### src/rtl/mips_pkg.sv
// Shared MIPS definitions: opcodes, ALU classes, the decoder control word
// and its bubble value.
package mips_pkg;

    localparam int NBITS_DEF = 32;
    localparam int NREG_DEF  = 5;

    localparam logic [5:0] OP_RTYPE = 6'h00;
    localparam logic [5:0] OP_J     = 6'h02;
    localparam logic [5:0] OP_BEQ   = 6'h04;
    localparam logic [5:0] OP_ADDI  = 6'h08;
    localparam logic [5:0] OP_LW    = 6'h23;
    localparam logic [5:0] OP_SW    = 6'h2b;

    typedef enum logic [1:0] {
        ALU_ADD     = 2'b00,
        ALU_SUB     = 2'b01,
        ALU_FUNCT   = 2'b10,
        ALU_INVALID = 2'b11
    } alu_op_e;

    typedef struct packed {
        logic    reg_dst;
        logic    jump;
        logic    branch;
        logic    mem_read;
        logic    mem_to_reg;
        logic    mem_write;
        logic    alu_src;
        logic    reg_write;
        alu_op_e alu_op;
    } ctrl_t;

    localparam ctrl_t CTRL_BUBBLE = '{
        reg_dst: 1'b0, jump: 1'b0, branch: 1'b0, mem_read: 1'b0,
        mem_to_reg: 1'b0, mem_write: 1'b0, alu_src: 1'b0, reg_write: 1'b0,
        alu_op: ALU_ADD
    };

endpackage

### src/rtl/riesgo_carga.sv
// Load-use hazard detector: a load in EX whose destination is read by the
// instruction in ID forces a one-cycle stall.
module riesgo_carga
    import mips_pkg::*;
#(
    parameter int NREG = NREG_DEF
) (
    input  logic            i_ExMemRead,
    input  logic            i_ExValid,
    input  logic [NREG-1:0] i_ExRt,
    input  logic [NREG-1:0] i_IdRs,
    input  logic [NREG-1:0] i_IdRt,
    input  logic            i_IdALUSrc,
    input  logic            i_IdMemWrite,
    input  logic            i_Flush,
    output logic            o_Stall,
    output logic            o_Hazard
);

    logic id_reads_rt;
    logic rt_match;

    // Stores read rt as data even though they use the immediate for the ALU.
    assign id_reads_rt = ~i_IdALUSrc | i_IdMemWrite;
    assign rt_match    = (i_ExRt == i_IdRs) | ((i_ExRt == i_IdRt) & id_reads_rt);

    assign o_Hazard = i_ExValid & i_ExMemRead & (i_ExRt != '0) & rt_match;
    assign o_Stall  = o_Hazard & ~i_Flush;

endmodule

### src/rtl/id_ex_latch.sv
// ID/EX pipeline register with bubble injection on flush or load-use hazard
// and a debug step enable that freezes the whole stage.
module id_ex_latch
    import mips_pkg::*;
#(
    parameter int NBITS = NBITS_DEF,
    parameter int NREG  = NREG_DEF
) (
    input  logic             i_clk,
    input  logic             i_reset,
    input  logic             i_Enable,
    input  logic             i_Flush,
    input  logic             i_RegDst,
    input  logic             i_Jump,
    input  logic             i_Branch,
    input  logic             i_MemRead,
    input  logic             i_MemToReg,
    input  logic             i_MemWrite,
    input  logic             i_ALUSrc,
    input  logic             i_RegWrite,
    input  logic [1:0]       i_ALUOp,
    input  logic [NBITS-1:0] i_PC4,
    input  logic [NBITS-1:0] i_Dato1,
    input  logic [NBITS-1:0] i_Dato2,
    input  logic [NBITS-1:0] i_Extension,
    input  logic [NREG-1:0]  i_Rs,
    input  logic [NREG-1:0]  i_Rt,
    input  logic [NREG-1:0]  i_Rd,
    input  logic [5:0]       i_Funct,
    output logic             o_RegDst,
    output logic             o_Jump,
    output logic             o_Branch,
    output logic             o_MemRead,
    output logic             o_MemToReg,
    output logic             o_MemWrite,
    output logic             o_ALUSrc,
    output logic             o_RegWrite,
    output logic [1:0]       o_ALUOp,
    output logic [NBITS-1:0] o_PC4,
    output logic [NBITS-1:0] o_Dato1,
    output logic [NBITS-1:0] o_Dato2,
    output logic [NBITS-1:0] o_Extension,
    output logic [NREG-1:0]  o_Rs,
    output logic [NREG-1:0]  o_Rt,
    output logic [NREG-1:0]  o_Rd,
    output logic [5:0]       o_Funct,
    output logic             o_Valid,
    output logic             o_Stall
);

    typedef struct packed {
        ctrl_t            ctrl;
        logic [NBITS-1:0] pc4;
        logic [NBITS-1:0] dato1;
        logic [NBITS-1:0] dato2;
        logic [NBITS-1:0] ext;
        logic [NREG-1:0]  rs;
        logic [NREG-1:0]  rt;
        logic [NREG-1:0]  rd;
        logic [5:0]       funct;
        logic             valid;
    } stage_t;

    stage_t stage_in;
    stage_t stage_d;
    stage_t stage_q;
    logic   hazard;

    assign stage_in = '{
        ctrl: '{
            reg_dst: i_RegDst, jump: i_Jump, branch: i_Branch,
            mem_read: i_MemRead, mem_to_reg: i_MemToReg,
            mem_write: i_MemWrite, alu_src: i_ALUSrc,
            reg_write: i_RegWrite, alu_op: alu_op_e'(i_ALUOp)
        },
        pc4: i_PC4, dato1: i_Dato1, dato2: i_Dato2, ext: i_Extension,
        rs: i_Rs, rt: i_Rt, rd: i_Rd, funct: i_Funct,
        valid: 1'b1
    };

    riesgo_carga #(.NREG(NREG)) u_riesgo_carga (
        .i_ExMemRead (stage_q.ctrl.mem_read),
        .i_ExValid   (stage_q.valid),
        .i_ExRt      (stage_q.rt),
        .i_IdRs      (i_Rs),
        .i_IdRt      (i_Rt),
        .i_IdALUSrc  (i_ALUSrc),
        .i_IdMemWrite(i_MemWrite),
        .i_Flush     (i_Flush),
        .o_Stall     (o_Stall),
        .o_Hazard    (hazard)
    );

    always_comb begin
        // NOTE: defaulting to the held value first means every path assigns
        // stage_d, so no latch is inferred when i_Enable is low.
        stage_d = stage_q;
        if (i_Enable) begin
            if (i_Flush || hazard) begin
                stage_d      = '0;
                stage_d.ctrl = CTRL_BUBBLE;
            end else begin
                stage_d = stage_in;
            end
        end
    end

    always_ff @(posedge i_clk or posedge i_reset) begin
        // NOTE: non-blocking so every register samples pre-edge values.
        if (i_reset) begin
            stage_q <= '0;
        end else begin
            stage_q <= stage_d;
        end
    end

    assign o_RegDst    = stage_q.ctrl.reg_dst;
    assign o_Jump      = stage_q.ctrl.jump;
    assign o_Branch    = stage_q.ctrl.branch;
    assign o_MemRead   = stage_q.ctrl.mem_read;
    assign o_MemToReg  = stage_q.ctrl.mem_to_reg;
    assign o_MemWrite  = stage_q.ctrl.mem_write;
    assign o_ALUSrc    = stage_q.ctrl.alu_src;
    assign o_RegWrite  = stage_q.ctrl.reg_write;
    assign o_ALUOp     = stage_q.ctrl.alu_op;
    assign o_PC4       = stage_q.pc4;
    assign o_Dato1     = stage_q.dato1;
    assign o_Dato2     = stage_q.dato2;
    assign o_Extension = stage_q.ext;
    assign o_Rs        = stage_q.rs;
    assign o_Rt        = stage_q.rt;
    assign o_Rd        = stage_q.rd;
    assign o_Funct     = stage_q.funct;
    assign o_Valid     = stage_q.valid;

endmodule

### config.mk
export PLATFORM = sky130hd
export DESIGN_NAME = id_ex_latch
export DESIGN_NICKNAME = d
export VERILOG_FILES = /design/src/rtl/mips_pkg.sv /design/src/rtl/riesgo_carga.sv /design/src/rtl/id_ex_latch.sv
export SDC_FILE = /design/constraint.sdc
export NUM_CORES = 1
export LEC_CHECK = 0
export CAP_MARGIN = 20
export CORE_MARGIN = 3
export CORE_UTILIZATION = 43
export DETAILED_ROUTE_END_ITERATION = 10
export GPL_TIMING_DRIVEN = 0
export PLACE_DENSITY = 0.8
export SLEW_MARGIN = 20
export SYNTH_ARGS = -nofsm -noshare
export SYNTH_HDL_FRONTEND = slang
export SYNTH_SLANG_ARGS = --single-unit
export TNS_END_PERCENT = 5
### constraint.sdc
create_clock -name i_clk -period 6.09 [get_ports i_clk]
set_input_delay 0.609 -clock i_clk [delete_from_list [all_inputs] [get_ports i_clk]]
set_output_delay 0.609 -clock i_clk [all_outputs]
set_load 0.05 [all_outputs]
## After elaboration in Yosys (flattened, before gate mapping)

Index checks and enable logic that the tools add are counted.

- Div/mod/pow operators: 0
- Eq/ne operators: 2
- Magnitude comparators: 0
- Shift operators: 0
- Multipliers: 0
- Reduce and logical (&&, ||, !) cells: 2
- Bitwise logic cells: 9
- Add/subtract/negate cells: 0
- Multiplexer cells: 1

Operators with widths:

| operator | number |
|---|---|
| $mux W160 | 1 |
| $eq A5 B5 Y1 | 2 |
| $and A1 B1 Y1 | 5 |
| $reduce_bool A5 Y1 | 1 |
| $not A1 Y1 | 2 |
| $or A1 B1 Y1 | 2 |
| $logic_or A1 B1 Y1 | 1 |

- Memories kept: 0
- ROM bits: 0
- Bits in registers: 160
- Latch bits: 0
- Input port bits: 163
- Memory bits (writable): 0

## Longest topological paths before layout

- Depth in word-level cells: 7
- Gate-level depth with buffers: 6

## Modules after synthesis

A second synthesis with hierarchy kept.

- Cells, all modules: 715
- Area, all modules: 7299.5 um^2

By module, submodules not included:

| module | area an instance (um^2) | times used | seq. area each (um^2) | cells an instance |
|---|---|---|---|---|
| id_ex_latch | 7141.8 | 1 | 4003.8 | 694 |
| riesgo_carga | 157.7 | 1 | 0.0 | 21 |

## Worst setup path before layout

OpenSTA, ideal clock, no wires.

- Path kind: reg2out
- Start point: register stage_q, in the netlist o_Rt[2]
- End point: output o_Stall
- Path slack: 2928 ps
- Required time: 5481 ps
- Stages on the path, launching flop included: 6
- Arrival time: 2553 ps
- Buffers on the path: 1
- Path through: dfrtp_1 xnor2_1 nand4_1 o22a_1 clkbuf_1 nor3_1

- Cells in the longest elaborated chain, start to end: 5

Ends and longest elaborated chain:

| item | RTL line | source |
|---|---|---|
| start: declaration | id_ex_latch.sv:66 | `stage_t stage_q;` |
| start signal: assignment | id_ex_latch.sv:113 | `stage_q <= stage_d;` |
| $eq A5 B5 Y1 | riesgo_carga.sv:25 | `assign rt_match = (i_ExRt == i_IdRs) \| ((i_ExRt == i_IdRt) & id_reads_rt);` |
| $and A1 B1 Y1 | riesgo_carga.sv:25 |  |
| $or A1 B1 Y1 | riesgo_carga.sv:25 |  |
| $and A1 B1 Y1 (*) | riesgo_carga.sv:27 | `assign o_Hazard = i_ExValid & i_ExMemRead & (i_ExRt != '0) & rt_match;` |
| $and A1 B1 Y1 (*) | riesgo_carga.sv:28 | `assign o_Stall = o_Hazard & ~i_Flush;` |
| end: declaration | id_ex_latch.sv:48 | `output logic o_Stall` |

Every way passes the cells marked *; elsewhere a longest branch is shown, timed or not.

## Final worst setup path

- Start point: input i_Rt[2]
- End point: output o_Stall

- Cells in the longest elaborated chain, start to end: 5

Ends and longest elaborated chain:

| item | RTL line | source |
|---|---|---|
| start: declaration | id_ex_latch.sv:27 | `input logic [NREG-1:0] i_Rt,` |
| $eq A5 B5 Y1 | riesgo_carga.sv:25 |  |
| $and A1 B1 Y1 | riesgo_carga.sv:25 |  |
| $or A1 B1 Y1 | riesgo_carga.sv:25 |  |
| $and A1 B1 Y1 | riesgo_carga.sv:27 |  |
| $and A1 B1 Y1 | riesgo_carga.sv:28 |  |

Every way passes these cells.

==> out/results.ini <==
[hold_path]
whs_endpoint=o_Rd[0]
min_from=o_Rd[0]
min_path_type=flip-flop to flip-flop
min_path_cells=2

[grt]
grt_pass1_wl_um=40900
antenna_found_initial=1
grt_pass1_vias=7446
grt_usage=0.276
grt_overflow=0
grt_max_degree=88

[floorplan]
core_um2=16800
die_area_um2=18900
row_count=47
fp.dieW_um=137
die_y_um=137
initial_core_util=0.443
io_pins=324

[drt]
wire_per_inst_um=20.0
via_per_inst=5.81
firstDrtPassIters=7
drt-total-wl_um=26700
dr_total_vias=7760
drt-initial-drc-count=598
drc=0
drtAntennaViolNets=0

[yosys]
synth-seq-area-share=0.539
synthCells=760
synth_edf_count=0
yosysMostFrequentCell=dfrtp_1
synthesis.area_um2=7430
synth_top_cell_area_share=0.539
netlist_top_cells_count=dfrtp_1, nand2_1, o21ai_0
synth_nets=923
ys_ff_latch=160
ys.flop_type=dfrtp_1
synth.distinct_cells=22
async_flop_share=1.00
synthTopCellsByArea=dfrtp_1, a32oi_1, o21ai_0, nand2_1, clkbuf_1
yosysTopAreaCell=dfrtp_1
ys_warn_count=0
syn_area_per_cell_um2=9.77

[finish]
regArea_um2=4000
design_area_um2=11600
instances_no_fill=1336
fillers=1356
multi_input_area_um2=3040
nets=1265
drive_gt1_frac=0.0565
syn_to_final_growth_pct=55.8
fin_util=0.690

[flow_run]
cap_violations=0

[power]
p_sw_frac=0.380
p_clk_frac=0.294
combPwrFrac=0.360
p_per_area_nw_per_um2=326
p_switching_mw=1.43
max-vdd-ir-drop_mv=0.199
p_int_mw=2.34
p_leak_nw=4.43
seqPwrFrac=0.346

[clock_tree]
cts_setup_buffers=0
hold_buffers=0
clk_pin_slew_ns=0.06
clockBufferDepth=2
htreeDepth=4
cts-resized-gates=0
cts_root_buf=clkbuf_16
clk_latency_ns=0.43
cts_tree=built
cts_buffers=17
clock-sinks=160

[setup_path]
r2r_slack_ns=3.58
worstPathArrival_ns=3.07
worstPathMaxFanout=10
setup.worst_path.end_class=output pin
reg2reg_to=o_Dato1[0]
worstSetupPathType=input pin to output pin
worstReg2RegStart=o_Rt[2]
rr_worst_depth=6
start_kind=input pin
cp.required_ns=5.48

[timing]
hold_viol_final=0
period_needed_ns=3.67
max_freq_mhz=272
max_slew.worst_pin.slew_ns=0.709
holdWs_ns=0.490
rsz0062_at_grt=false
final-setup-viol-count=0
max-slew-margin-rel=0.527
post-route-period-util=0.603
fin_skew_ns=0.0109
final-max-slew-violation-count=0

[placement]
dp.cells=1303
numPortBuffers=322
dp_hpwl_um=18900
postPlaceCellArea_um2=11000
gp_congestion=0.849

[status]
status=finished clean

[stage by stage]
step / TNS, ns / power, mW / setup WS [ns]
floorplan: 0 / 2.12 / 1.16
global placement: -198.48 / 2.66 / -1.25
detailed placement: 0 / 2.68 / 2.44
CTS: 0 / 3.79 / 2.41
global route: 0 / 3.92 / 2.36
finish: 0 / 3.77 / 2.42
[worst max path at each step]
stage	startpoint	endpoint	slack [ns]	depth (start not counted)
3_3_place_gp	i_reset	o_Extension[16]	-1.25	2
2_1_floorplan	i_reset	o_ALUOp[0]	1.16	1
4_1_cts	i_Rt[2]	o_Stall	2.41	7
3_5_place_dp	i_Rt[2]	o_Stall	2.44	7
5_1_grt	i_Rt[0]	o_Stall	2.36	7
6_report	i_Rt[2]	o_Stall	2.42	7
[cell usage in the layout (no fill, tap or decap), types with 6 or more instances in the layout]
master and n:
clkdlybuf4s50_1 322, dfrtp_1 160, nand2_1 159, o21ai_0 148, a32oi_1 147, clkbuf_1 70
clkbuf_16 17, nor2_1 14, a22oi_1 12, a21bo_2 12, buf_4 11, xnor2_1 10
buf_2 6
[cell type report]
cell class / instances / share of cell area
Multi-Input combinational cell: 511 / 0.263
Antenna cell: 1 / 0.000216
Sequential cell: 160 / 0.346
Tap cell: 220 / 0.0238
Clock inverter: 12 / 0.0137
Inverter: 3 / 0.00162
Timing Repair Buffer: 323 / 0.281
Buffer: 86 / 0.0321
Clock buffer: 20 / 0.0386
[cell families after synthesis]
logic type                count (synthesis)  share of synthesized area
buffers and inverters                    89                     0.0515
and+or+nand+nor                         178                     0.0913
DFF                                     160                      0.539
xor gates and xnor gates                 10                     0.0118
AOI/OAI and AO/OA                       323                      0.306
[power by group through the flow]
stage	clock network [mW]	registers, mW	logic (mW)
after floorplan	0	1.84	0.285
after global placement	0	1.32	1.34
after detailed placement	0	1.32	1.36
after CTS	1.13	1.31	1.36
after global routing	1.17	1.32	1.43
final	1.11	1.31	1.36
[worst max-delay path, stage by stage]
cell             delay (ns)
clkdlybuf4s50_1        0.53
xnor2_1                0.14
nand4_1                0.13
o22a_1                 0.28
clkbuf_1               0.27
nor3_1                 0.24
clkdlybuf4s50_1        0.87
[routing by layer]
metal / share of wire / track usage / up-vias
li1: - / - / 3560
met1: 0.42 / 0.375 / 3813
met2: 0.48 / 0.428 / 335
met3: 0.075 / 0.0668 / 52
met4: 0.032 / 0.109 / 0
met5: 0 / 0 / -
[registers in the layout, summed over array words and instances (netlist names)]
name	count
o_ALUOp	2
o_ALUSrc	1
o_Branch	1
o_Dato1	32
o_Dato2	32
o_Extension	32
o_Funct	6
o_Jump	1
o_MemRead	1
o_MemToReg	1
o_MemWrite	1
o_PC4	32
o_Rd	5
o_RegDst	1
o_RegWrite	1
o_Rs	5
o_Rt	5
o_Valid	1
No activity file was read; power rests on OpenSTA's default activity.
